File: config.mk
export PLATFORM = sky130hd
export DESIGN_NAME = fifo_unpacker
export DESIGN_NICKNAME = d
export VERILOG_FILES = /design/src/rtl/dmix_pkg.sv /design/src/rtl/fifo_unpacker.sv
export SDC_FILE = /design/constraint.sdc
export NUM_CORES = 1
export LEC_CHECK = 0
export CORE_UTILIZATION = 45
export DETAILED_ROUTE_END_ITERATION = 12
export PLACE_DENSITY_LB_ADDON = 0.12
export SYNTH_ARGS = -nofsm -noshare
export SYNTH_HDL_FRONTEND = slang
export SYNTH_SLANG_ARGS = --single-unit
File: constraint.sdc
create_clock -name clk -period 3.1 [get_ports clk]
set_input_delay 0.62 -clock clk [delete_from_list [all_inputs] [get_ports clk]]
set_output_delay 0.62 -clock clk [all_outputs]
set_load 0.02 [all_outputs]
File: src/rtl/dmix_pkg.sv
// rtl/dmix_pkg.sv - shared dmix constants: sample geometry and unpacker state encoding
package dmix_pkg;

    localparam int BYTES_PER_SAMPLE = 3;
    localparam int SAMPLE_W         = 8 * BYTES_PER_SAMPLE;

    typedef enum logic [1:0] {
        ST_B0   = 2'd0,
        ST_B1   = 2'd1,
        ST_B2   = 2'd2,
        ST_HOLD = 2'd3
    } unpack_state_e;

endpackage

File: src/rtl/fifo_unpacker.sv
// rtl/fifo_unpacker.sv - assembles 24-bit samples from a byte-wide FWFT FIFO
// FIFO_UNPACKER_BIG_ENDIAN_EN places byte 0 in the top lane instead of the bottom.
module fifo_unpacker
    import dmix_pkg::*;
(
    input  logic                clk,
    input  logic                rst,
    input  logic                fifo_empty_i,
    input  logic [7:0]          fifo_data_i,
    output logic                fifo_pop_o,
    input  logic                sync_i,
    output logic [SAMPLE_W-1:0] sample_o,
    output logic                valid_o,
    input  logic                ack_i,
    output logic [15:0]         count_o
);

    unpack_state_e       state_q, state_d;
    logic [7:0]          b0_q, b0_d;
    logic [7:0]          b1_q, b1_d;
    logic [SAMPLE_W-1:0] sample_q, sample_d;
    logic                valid_q, valid_d;
    logic [15:0]         count_q, count_d;
    logic                pop;
    logic                accept;

    function automatic logic [SAMPLE_W-1:0] assemble(input logic [7:0] b0,
                                                     input logic [7:0] b1,
                                                     input logic [7:0] b2);
`ifdef FIFO_UNPACKER_BIG_ENDIAN_EN
        return {b0, b1, b2};
`else
        return {b2, b1, b0};
`endif
    endfunction

    // A held sample only lets the next byte in when it is being accepted in the same edge.
    assign pop    = !rst && !sync_i && !fifo_empty_i && (state_q != ST_HOLD || ack_i);
    assign accept = valid_q && ack_i;

    always_comb begin
        state_d  = state_q;
        b0_d     = b0_q;
        b1_d     = b1_q;
        sample_d = sample_q;
        valid_d  = valid_q;
        count_d  = count_q;
        if (pop) begin
            case (state_q)
                ST_B0: begin
                    b0_d    = fifo_data_i;
                    state_d = ST_B1;
                end
                ST_B1: begin
                    b1_d    = fifo_data_i;
                    state_d = ST_B2;
                end
                ST_B2: begin
                    sample_d = assemble(b0_q, b1_q, fifo_data_i);
                    valid_d  = 1'b1;
                    state_d  = ST_HOLD;
                end
                default: begin
                    b0_d    = fifo_data_i;
                    valid_d = 1'b0;
                    count_d = count_q + 16'd1;
                    state_d = ST_B1;
                end
            endcase
        end else if (state_q == ST_HOLD && accept) begin
            valid_d = 1'b0;
            count_d = count_q + 16'd1;
            state_d = ST_B0;
        end else if (sync_i && (state_q == ST_B1 || state_q == ST_B2)) begin
            b0_d    = 8'd0;
            b1_d    = 8'd0;
            state_d = ST_B0;
        end
    end

    always_ff @(posedge clk) begin
        if (rst) begin
            state_q  <= ST_B0;
            b0_q     <= 8'd0;
            b1_q     <= 8'd0;
            sample_q <= '0;
            valid_q  <= 1'b0;
            count_q  <= 16'd0;
        end else begin
            state_q  <= state_d;
            b0_q     <= b0_d;
            b1_q     <= b1_d;
            sample_q <= sample_d;
            valid_q  <= valid_d;
            count_q  <= count_d;
        end
    end

    assign fifo_pop_o = pop;
    assign sample_o   = sample_q;
    assign valid_o    = valid_q;
    assign count_o    = count_q;

endmodule

# [Word level (Yosys, flattened, before mapping)]
# Index checks and enable logic that the tools add are counted.
[classes] n_addsub=1 mul=0 div=0 n_lt_le_gt_ge=0 n_eq_ne=9 shifts=0 n_mux=16 bitwise=0 reduce_logical=23
[op_table] op="$mux W16" count=3
[op_table] op="$mux W8" count=6
[op_table] op="$add A16 B1 Y16 const B" count=1
[op_table] op="$ne A2 B2 Y1 const B" count=5
[op_table] op="$logic_and A1 B1 Y1" count=6
[op_table] op="$mux W2" count=3
[op_table] op="$reduce_and A2 Y1" count=3
[op_table] op="$reduce_and A3 Y1" count=2
[op_table] op="$eq A2 B2 Y1 const B" count=2
[op_table] op="$pmux W2 S2" count=1
[op_table] op="$reduce_bool A2 Y1" count=2
[op_table] op="$reduce_or A2 Y1" count=2
[op_table] op="$logic_not A1 Y1" count=3
[op_table] op="$reduce_bool A3 Y1" count=1
[op_table] op="$reduce_or A3 Y1" count=1
[op_table] op="$eq A2 B1 Y1 const B" count=1
[op_table] op="$logic_not A2 Y1" count=1
[op_table] op="$logic_or A1 B1 Y1" count=2
[op_table] op="$mux W1" count=2
[op_table] op="$ne A2 B1 Y1 const B" count=1
[op_table] op="$pmux W1 S2" count=1
[totals] register_bits=59 latch_bits=0 ramBits=0 mem_bits_ro=0 input_bits=13 out_inout_bits=42 wordCells=55 memories=0

# [Depth between registers and ports, before layout]
[depth] word_depth=6 depth_mapped=9 depth_no_buf=6

# [Worst setup path before layout]
# Ideal clock, no wire load.
[synth_path] path_kind="input to output" startpoint="in rst" endpoint="out fifo_pop_o" arrival_time_ps=1634 required_time_ps=2480 slack_ps=846 stages=6 n_path_buf=3 cell_sequence="buf_2 nor3_4 nand2_1 inv_1 buf_4 buf_4"
[synth_between] elab_chain_len=4
[synth_lines] item="from (decl)" line_no="fifo_unpacker.sv:7" text="input logic rst,"
[synth_lines] item="$logic_not A1 Y1" line_no="fifo_unpacker.sv:38" text="assign pop = !rst && !sync_i && !fifo_empty_i && (state_q != ST_HOLD || ack_i);"
[synth_lines] item="$logic_and A1 B1 Y1 (3 in series)" line_no="fifo_unpacker.sv:38"
[synth_lines] item="to (decl)" line_no="fifo_unpacker.sv:10" text="output logic fifo_pop_o,"
# No other way between the ends.

# [Final worst setup path]
[layout_path] startpoint="in sync_i" endpoint="out fifo_pop_o"
[layout_between] elab_chain_len=4
[layout_lines] item="from (decl)" line_no="fifo_unpacker.sv:11" text="input logic sync_i,"
[layout_lines] item="$logic_not A1 Y1" line_no="fifo_unpacker.sv:38"
[layout_lines] item="$logic_and A1 B1 Y1 (3 in series)" line_no="fifo_unpacker.sv:38"
# No other way between the ends.

==> results.yml <==
outcome:
  status: "finished clean"
detailed_routing:
  drc: 0
  wl_um: 6190
  drt_iter0_markers: 114
  firstDrtPassIters: 4
  vias: 2356
  vias_per_cell: 5.31
  wl_per_cell_um: 13.9
  ant_nets: 0
setup_path:
  critPathBufInv: 3
  critPathArrivalTime_ns: 2.18
  path_cells: "clkdlybuf4s50_1, nor3_4, nand2_1, inv_1, clkdlybuf4s50_1"
  cp_slowest_cell: "clkdlybuf4s50_1"
  max_stage_delay_ns: 0.61
  worstSetupEndpointType: "output pin"
  path_delay_family: "buffers and inverters"
  regToRegSetupSlack_ns: 1.09
  required_ns: 2.48
  cp_common_cell: "clkdlybuf4s50_1"
  startpoint_type: "primary input"
  cp_max_fo: 4
  crit_type: "in -> out"
die:
  io_pins: 55
  start_util_pct: 47.4
  num_rows: 27
  core_area_um2: 5610
  die_h_um: 78.9
  die_w_um: 78.9
  dieArea_um2: 6220
clock_tree:
  cts_num_sinks: 59
  post_cts_buffers: 0
  clock_path_buffers: 2
  clk_pin_slew_worst_paths_ns: 0.06
  numCtsBuffers: 9
  cts-root-buf: "clkbuf_8"
  cts_hold_buf: 0
  ctsResizeCount: 0
  clk_latency_ns: 0.32
  h-tree-depth: 3
  cts_tree: "done"
yosys:
  netlist_area_um2: 2660
  ys_seq_elements: 59
  synth_top_area_cell: "dfxtp_1"
  synth_top_cell_area_share_pct: 44.4
  seq_area_frac_synth_pct: 44.4
  synth_edf_count: 0
  synth_nets: 331
  ys_types: 39
  synth_area_leaders: "dfxtp_1 44%, nand2_1 10%, a21oi_1 6.2%, mux2_2 5.1%, nand3_1 4.7%"
  avgSynthCellArea_um2: 8.55
  async_flop_share_pct: 0
  synthFlopType: "dfxtp_1"
  synth_cells: 311
  ys_warn_count: 0
global_routing:
  overflow: 0
  grtUsageTotal_pct: 20.6
  grt_pass1_vias: 2149
  grt_first_pass_wirelength_um: 10100
  grt_max_degree: 53
  antenna_found_initial: 0
sta:
  tns_ns: 0
  worstMarginPinSlew_ns: 0.479
  report.final.slew_viol_count: 0
  setup_violations: 0
  finalCriticalPeriod_ns: 2.80
  fin_skew_ns: 0.00534
  fin_crit_sh_pct: 90.3
  max_freq_mhz: 357
  timing.slew.headroom_pct: 68.1
  grt_setup_unrepaired: "no"
  hold_viol: 0
layout:
  syn_to_final_growth_pct: 30.8
  design_area_um2: 3480
  multiInputGateArea_um2: 1390
  seq_area_um2: 1180
  drive_gt1_share_pct: 11.6
  nets: 388
  fillCellCount: 533
  antenna_cells_inserted: 0
placement:
  dp_hpwl_um: 4230
  portBuffers: 54
  dpl_cell_area_um2: 3270
  place_congestion: 0.810
power_and_ir_drop:
  irDropWorstVdd_uv: 259
  p_leak_nw: 1.28
  power.density_nw_per_um2: 450
min_path:
  hold_class: "reg -> reg"
flow_run:
  maxCapViolCount: 0
## flip-flops by register name, summed over array words and instances, names as in the netlist
| register | count |
|---|---|
| b0_q | 8 |
| b1_q | 8 |
| count_o | 16 |
| sample_o | 24 |
| state_q | 2 |
| valid_o | 1 |
## final timing paths
check,endpoint,cells after the start,from
setup / recovery,fifo_pop_o,5,sync_i
setup reg to reg,count_o[14],6,state_q[0]
hold / removal,sample_o[4],2,b0_q[4]
hold reg to reg,sample_o[4],2,b0_q[4]
## placed cells by master, fill, tap and decap left out, types with 2 or more instances in the layout
| cell | instances |
|---|---|
| a21boi_0 | 2 |
| clkbuf_8 | 11 |
| and4_1 | 2 |
| clkinvlp_4 | 2 |
| nand3b_1 | 16 |
| nand2_1 | 72 |
| mux2_2 | 12 |
| buf_4 | 9 |
| clkdlybuf4s50_1 | 53 |
| nor3_1 | 2 |
| inv_1 | 3 |
| nand3_1 | 25 |
| nor2_1 | 15 |
| and3_1 | 4 |
| nor2b_1 | 14 |
| dfxtp_1 | 59 |
| a211oi_1 | 5 |
| and2_1 | 2 |
| ha_1 | 7 |
| a21oi_1 | 33 |
| nand4_1 | 3 |
## worst reg2reg max path, delay by kind of cell, from the launching register on
family / cells / cell delay (ns)
buffers and inverters: 1 / 0.16
AO/OA/AOI/OAI: 1 / 0.38
adder cells (fa/ha/maj): 1 / 0.27
multiplexers: 1 / 0.37
AND/OR/NAND/NOR: 2 / 0.36
flip-flops: 1 / 0.36
## cells by family after synthesis
family / Yosys count / share of synthesized area [%]
fa+ha+maj: 7 / 3.30
flops: 59 / 44.4
buf+inv: 20 / 3.30
compound gates: 50 / 12.8
simple gates: 162 / 30.7
mux: 13 / 5.51
## stage by stage
step	util, %	std cells	hold slack (ns)	setup WS, ns	total power, mW
finish	62.0	444	0.441	0.299	1.56
global placement	58.4	429	0.430	0.315	0.877
floorplan	-	311	0.415	0.846	0.838
global route	62.0	444	0.459	0.248	1.62
detailed placement	58.4	429	0.435	0.290	0.878
CTS	62.0	444	0.445	0.291	1.58
## cells in the mapped netlist, types with 5 or more instances
cell type / instances
a211oi_1: 5
a21oi_1: 33
clkbuf_1: 10
dfxtp_1: 59
ha_1: 7
mux2_2: 12
nand2_1: 72
nand3_1: 25
nand3b_1: 16
nor2_1: 15
nor2b_1: 14
## power breakdown
group          internal, mW  switching [mW]
clock                 0.409           0.294
sequential            0.762         0.00381
combinational        0.0379          0.0578
## routing by layer
metal  share of wire, %  global-route usage, %  vias up
li1                   -                      -     1186
met1                 49                   27.8     1105
met2                 45                   32.5       60
met3                4.3                   3.45        5
met4                1.1                   8.73        0
met5                  0                      0        -
## cell type report
| cell class | count | area share [%] |
|---|---|---|
| repair buffers | 63 | 17.4 |
| flip-flops and latches | 59 | 34.0 |
| clock buffers | 11 | 4.36 |
| clock inverters | 4 | 1.44 |
| multi-input cells | 232 | 40.0 |
| inverters | 3 | 0.324 |
| well taps | 72 | 2.59 |
Note: power is estimated with default switching activity, not from simulation.
